$ cat src/rtl/oddeven_seq_sorter.sv
// Sequential odd-even transposition sorter: one register bank, one phase per
// cycle, valid/ready on both sides, per-vector direction and optional early exit.
module oddeven_seq_sorter #(
  parameter int unsigned W          = 8,
  parameter int unsigned N          = 16,
  parameter bit          SIGNED     = 1'b0,
  parameter bit          EARLY_EXIT = 1'b1,
  parameter int unsigned CW         = $clog2(N + 1)
) (
  input  logic            clk,
  input  logic            rst,
  input  logic            in_valid,
  output logic            in_ready,
  input  logic [N*W-1:0]  in_data,
  input  logic            in_desc,
  output logic            out_valid,
  input  logic            out_ready,
  output logic [N*W-1:0]  out_data,
  output logic [CW-1:0]   out_cycles
);

  localparam int unsigned PW = $clog2(N + 1);

  typedef enum logic [1:0] {IDLE, SORT, DONE} state_t;

  state_t         state;
  logic [W-1:0]   bank     [N];
  logic [W-1:0]   bank_nxt [N];
  logic [PW-1:0]  p;
  logic [PW-1:0]  p_inc;
  logic           desc_q;
  logic           prev_clean;
  logic           phase_swap;
  logic           sort_last;
  logic [CW-1:0]  cycles_nxt;

  function automatic logic word_gt(input logic [W-1:0] a, input logic [W-1:0] b);
    if (SIGNED) return $signed(a) > $signed(b);
    return a > b;
  endfunction

  assign in_ready  = (state == IDLE);
  assign out_valid = (state == DONE);

  always_comb begin
    out_data = '0;
    for (int k = 0; k < int'(N); k++) out_data[k*W +: W] = bank[k];
  end

  // One compare-exchange phase; pairs start at index p[0] and never overlap.
  always_comb begin
    bank_nxt   = bank;
    phase_swap = 1'b0;
    for (int j = 0; j < int'(N) - 1; j++) begin
      if (1'(j) == p[0]) begin
        if (desc_q ? word_gt(bank[j+1], bank[j]) : word_gt(bank[j], bank[j+1])) begin
          bank_nxt[j]   = bank[j+1];
          bank_nxt[j+1] = bank[j];
          phase_swap    = 1'b1;
        end
      end
    end
  end

  assign p_inc      = p + PW'(1);
  assign sort_last  = (N == 1) || (p_inc == PW'(N)) ||
                      (EARLY_EXIT && !phase_swap && prev_clean);
  // A single word has nothing to compare, so it reports zero phases.
  assign cycles_nxt = (N == 1) ? '0 : CW'(p_inc);

  always_ff @(posedge clk) begin
    if (rst) begin
      state      <= IDLE;
      p          <= '0;
      desc_q     <= 1'b0;
      prev_clean <= 1'b0;
      out_cycles <= '0;
      for (int k = 0; k < int'(N); k++) bank[k] <= '0;
    end else begin
      case (state)
        IDLE: begin
          if (in_valid) begin
            for (int k = 0; k < int'(N); k++) bank[k] <= in_data[k*W +: W];
            desc_q     <= in_desc;
            p          <= '0;
            prev_clean <= 1'b0;
            out_cycles <= '0;
            state      <= SORT;
          end
        end
        SORT: begin
          bank       <= bank_nxt;
          p          <= p_inc;
          prev_clean <= !phase_swap;
          if (sort_last) begin
            out_cycles <= cycles_nxt;
            state      <= DONE;
          end
        end
        DONE: begin
          if (out_ready) state <= IDLE;
        end
        default: state <= IDLE;
      endcase
    end
  end

endmodule
$ cat config.mk
export PLATFORM = sky130hd
export DESIGN_NAME = oddeven_seq_sorter
export DESIGN_NICKNAME = d
export VERILOG_FILES = /design/src/rtl/oddeven_seq_sorter.sv
export SDC_FILE = /design/constraint.sdc
export NUM_CORES = 1
export LEC_CHECK = 0
export BUFFER_PORTS_ARGS = -buffer_cell sky130_fd_sc_hd__buf_4
export CAP_MARGIN = 20
export CORE_MARGIN = 1
export CORE_UTILIZATION = 50
export DETAILED_ROUTE_END_ITERATION = 7
export PLACE_DENSITY = 0.75
export SYNTH_ARGS = -nofsm -noshare
export SYNTH_HDL_FRONTEND = slang
export SYNTH_SLANG_ARGS = --single-unit
$ cat constraint.sdc
create_clock -name clk -period 3.3 [get_ports clk]
set_input_delay 0.165 -clock clk [delete_from_list [all_inputs] [get_ports clk]]
set_output_delay 0.165 -clock clk [all_outputs]
set_load 0.1 [all_outputs]
* After elaboration in Yosys (flattened, before gate mapping) *
Index checks and enable logic that the tools add are counted.

storage, ports and cells
  logic and storage cells = 159
  flip-flop bits (word level) = 142
  input port bits = 133
  output and inout port bits = 135

cells by class
  add/subtract/negate cells = 1
  reductions and logical operators = 11
  mux-type cells = 87
  $lt $le $gt $ge = 30
  eq/ne operators = 9

operator list
  cell                                                                      number
  16-bit 2-to-1 mux                                                         30
  128-bit case mux with 2 select lines                                      1
  8-bit greater-than comparator                                             30
  128-bit 2-to-1 mux                                                        1
  1-bit 2-to-1 mux                                                          46
  5-bit case mux with 2 select lines                                        2
  5-bit 2-to-1 mux                                                          2
  2-bit inequality test (second input constant)                             5
  4-bit AND reduction                                                       2
  2-bit 2-to-1 mux                                                          3
  2-bit case mux with 3 select lines                                        1
  3-bit AND reduction                                                       2
  5-bit by 1-bit adder with 5-bit output (second input constant)            1
  5-bit == test (second input constant)                                     1
  2-bit AND reduction                                                       2
  2-bit by 1-bit == test with 1-bit output (second input constant)          1
  2-bit == test (second input constant)                                     1
  2-bit zero test                                                           1
  2-bit by 1-bit inequality test with 1-bit output (second input constant)  1
  1-bit case mux with 2 select lines                                        1
  2-bit nonzero test                                                        1
  1-bit logical AND                                                         1
  1-bit zero test                                                           1
  1-bit logical OR                                                          1

* Logic depth before layout (Yosys ltp) *
  word-level depth = 37
  gate-level depth with buffers = 14
  depth with buffers taken out = 11

* Least setup slack after synthesis *
Ideal clock, no wire load.

  path type = register to register
  from = register bank (netlist bit out_data[89])
  to = register bank (netlist bit out_data[95])
  path buffers = 3
  clock period less this slack = 3.537 ns
  cell stages (with the launch flop) = 15
  required time = 3.163 ns
  data arrival time = 3.400 ns
  library setup time = 0.137 ns
  path slack = -0.237 ns
  cells stage by stage = dfxtp_1 -> inv_1 -> ha_1 -> nor2b_1 -> o211ai_2 -> a21oi_2 -> or4_1 -> buf_2 -> and2_1 -> buf_6 -> buf_6 -> a21oi_2 -> a21oi_1 -> a221oi_1 -> a211oi_1

on the way
  word-level cells in the longest chain between the ends = 7
  elaborated cells on any way between the ends = 11
  classes of those cells = 4 x order compare; 7 x mux

RTL lines
  what                                    RTL line  source
  from (decl)                             27        logic [W-1:0] bank [N];
  from (signal assigned)                  92        bank <= bank_nxt;
  8-bit greater-than comparator           39        return a > b;
  1-bit 2-to-1 mux                        56        if (desc_q ? word_gt(bank[j+1], bank[j]) : word_gt(bank[j], bank[j+1])) begin
  16-bit 2-to-1 mux                       56
  16-bit 2-to-1 mux                       55        if (1'(j) == p[0]) begin
  16-bit 2-to-1 mux                       56
  16-bit 2-to-1 mux *                     55
  128-bit case mux with 2 select lines *  80        case (state)

Every way passes the cells marked *; elsewhere a longest branch is shown, timed or not.
A chain may end at the register's enable or synchronous reset.

* Worst setup path in the final report *
  from = register bank (netlist bit out_data[59])
  to = register bank (netlist bit out_data[56])

Same word-level chain as after synthesis.

==> results.yml <==
floorplan:
  fp-row-count: 55
  fp.dieH_um: 155
  die_area_um2: 24000
  ios: 268
  die_x_um: 155
  core_area_um2: 22800
  initial_core_util_pct: 51.3
yosys:
  synth-seq-cells: 142
  synth_commonest_cells: "a21oi_1, dfxtp_1, nor2_1"
  ys.warnings.count: 0
  postSynthCellCount: 1516
  synth_flop_cell: "dfxtp_1"
  yosys-top-cells-area: "dfxtp_1, ha_1, a21oi_1"
  syn_avg_cell_area_um2: 7.70
  syn_nets: 1771
  post-synth-top-area-fraction_pct: 24.3
  netlist_area_um2: 11700
  yosysTopAreaCell: "dfxtp_1"
  seq_area_frac_synth_pct: 24.3
  synth_edf_count: 0
  yosysMostFrequentCell: "a21oi_1"
  ys_async_sr_fraction_pct: 0
  ys_types: 70
worst_setup_path:
  crit_path_start: "out_data[59]"
  path_class: "reg2reg"
  arrival_ns: 3.35
  critPathSlowestCell: "a211oi_1"
  r2r_start: "out_data[59]"
  cp_max_fo: 24
  cp_slowest_stage_delay_ns: 0.53
  start_kind: "register"
  crit_chain: "inv_1, ha_1, a211oi_1, a211o_1, a311oi_4, or2_1, buf_4, a21oi_1, a21oi_1, a221oi_1, a211oi_1"
  cp-end-kind: "register"
  crit_required_ns: 3.59
layout:
  syn2layout_area_growth_pct: 27.3
  drive_above_1_share_pct: 25.9
  post-route-util_pct: 65.3
  layout.cells.non_filler: 2076
  final_nets: 2006
  antennaDiodeCount: 0
hold_path:
  hp-class: "in2reg"
  min_from: "in_data[127]"
routing:
  first_iter_violations: 1225
  first_pass_iters: 5
  wl_per_cell_um: 19.9
  antenna_left: 0
  drt_wl_total_um: 41200
  drc_errors: 0
  num_vias: 13130
  viasPerCell: 6.32
global_routing:
  grt_pass1_wl_um: 64600
  grt_use_total_pct: 33.6
  grt_max_degree: 109
  globalRouteOverflowTotal: 0
  grt_antenna_before_repair: 0
  first_global_vias: 12308
sta:
  min_period_over_period_pct: 92.7
  hold_violations: 0
  rsz0062_at_grt: "no"
  tightestPinTransition_ns: 0.889
  finalMaxSlewViolations: 0
  setup-tns-final_ns: 0
  finalCriticalPeriod_ns: 3.06
  setup_viol_count_final: 0
  fin_skew_ns: 0.0144
  max_slew_margin_pct: 40.7
  fmax_ghz: 0.327
clock_tree:
  path_clk_slew_ns: 0.07
  cts_buffer_depth: 2
  clk_latency_ns: 0.44
  cts_sinks: 142
  postCtsSetupBuffers: 0
  cts_tree: "yes"
  cts_root_buf: "clkbuf_16"
  htreeDepth: 4
  cts_made_buffers: 17
run_status:
  status: "finished clean"
pwr:
  comb_power_share_pct: 57.0
  internal-power_uw: 5110
  p_per_area_nw_per_um2: 692
  sequentialPowerShare_pct: 22.3
  clockPowerShare_pct: 20.6
  netSwitchingFraction_pct: 50.3
  leakage_uw: 0.00661
  ir_drop_mv: 0.379
  p_switching_uw: 5170
placed_design:
  port_buffers: 267
  dpl.hpwl_um: 29600
  finalWeightedCongestion: 0.941
  placed_cells: 2035
run:
  maxCapViolCount: 0
-- registers in the layout, summed over array words and instances (netlist names) --
register    count
desc_q          1
out_cycles      5
out_data      128
p               5
prev_clean      1
state           2
-- worst max-delay path: cells and delay by family, from the launching register on --
kind                       cells  cell delay (ns)
AOI/OAI and AO/OA              7             1.64
adders and majority gates      1             0.31
buffers and inverters          2             0.31
DFF                            1             0.41
and+or+nand+nor                1             0.22
-- per-stage QoR --
step                hold WS [ns]  setup slack (ns)  instance area [um2]  total power [uW]
floorplan                  0.301          0.000362                11800              6650
global placement           0.434             0.307                14100              7980
detailed placement         0.438             0.234                14100              8060
CTS                       0.0112             0.104                14800             10200
global route              0.0368           0.00995                14900             10800
finish                    0.0152             0.242                14900             10300
-- cells by family (layout without fill, tap and decap cells) --
family / count (synthesis) / count (layout) / share of synthesized area [%]
multiplexers: 48 / 48 / 4.11
AO/OA/AOI/OAI: 609 / 609 / 35.5
adder cells (fa/ha/maj): 122 / 122 / 13.1
buffers and inverters: 259 / 506 / 9.40
XOR/XNOR: 3 / 3 / 0.225
AND/OR/NAND/NOR: 333 / 333 / 13.3
flip-flops: 142 / 142 / 24.3
-- final cells by class --
class | instances | area, um2
Clock inverter | 12 | 184
Inverter | 135 | 508
Clock buffer | 19 | 433
Fill cell | 2011 | 7920
Multi-Input combinational cell | 1115 | 7760
Timing Repair Buffer | 340 | 2670
Sequential cell | 142 | 2920
Tap cell | 313 | 392
-- power groups by stage --
stage	clock (uW)	sequential [uW]	combinational, uW
global route	2190	2320	6280
detailed placement	0	2320	5740
global placement	0	2320	5660
CTS	2130	2280	5790
floorplan	0	3780	2870
finish	2120	2290	5860
-- cells in the final DEF (no fill, tap or decap), types with 8 or more instances in the layout --
cell type,n
buf_4,324
a21oi_1,249
nor2_1,141
inv_1,134
ha_1,122
a221oi_1,118
a211oi_1,101
dfxtp_1,82
dfxtp_2,60
mux2i_1,48
nand2_1,41
nand3_1,36
nor3_1,33
o21ai_0,30
nand4_1,24
clkbuf_16,17
nor2b_1,15
a21o_1,12
o211ai_1,11
and3_1,10
a21oi_2,10
a22oi_1,9
dlygate4sd3_1,9
o22ai_1,8
-- metal layers --
| layer | global-route usage (%) | vias to the layer above | wire length [um] |
|---|---|---|---|
| met5 | 0 | - | 0 |
| met4 | 12.6 | 0 | 1150 |
| met3 | 4.74 | 93 | 3210 |
| met2 | 54.1 | 691 | 18900 |
| met1 | 45.4 | 6170 | 17900 |
| li1 | - | 6176 | - |
-- timing repair --
action	CTS	global route
hold buffers	9	0
endpoints found under the setup margin	0	9
resized for setup	0	3
endpoints found under the hold margin	9	0
-- path summary, 6_finish.rpt --
check | endpoint | slack (ns) | depth (start not counted)
max | out_data[56] | 0.24 | 11
min | out_data[127] | 0.02 | 3
max reg2reg | out_data[56] | 0.24 | 11
min reg2reg | out_cycles[0] | 0.48 | 2
Note: power is estimated with default switching activity, not from simulation.
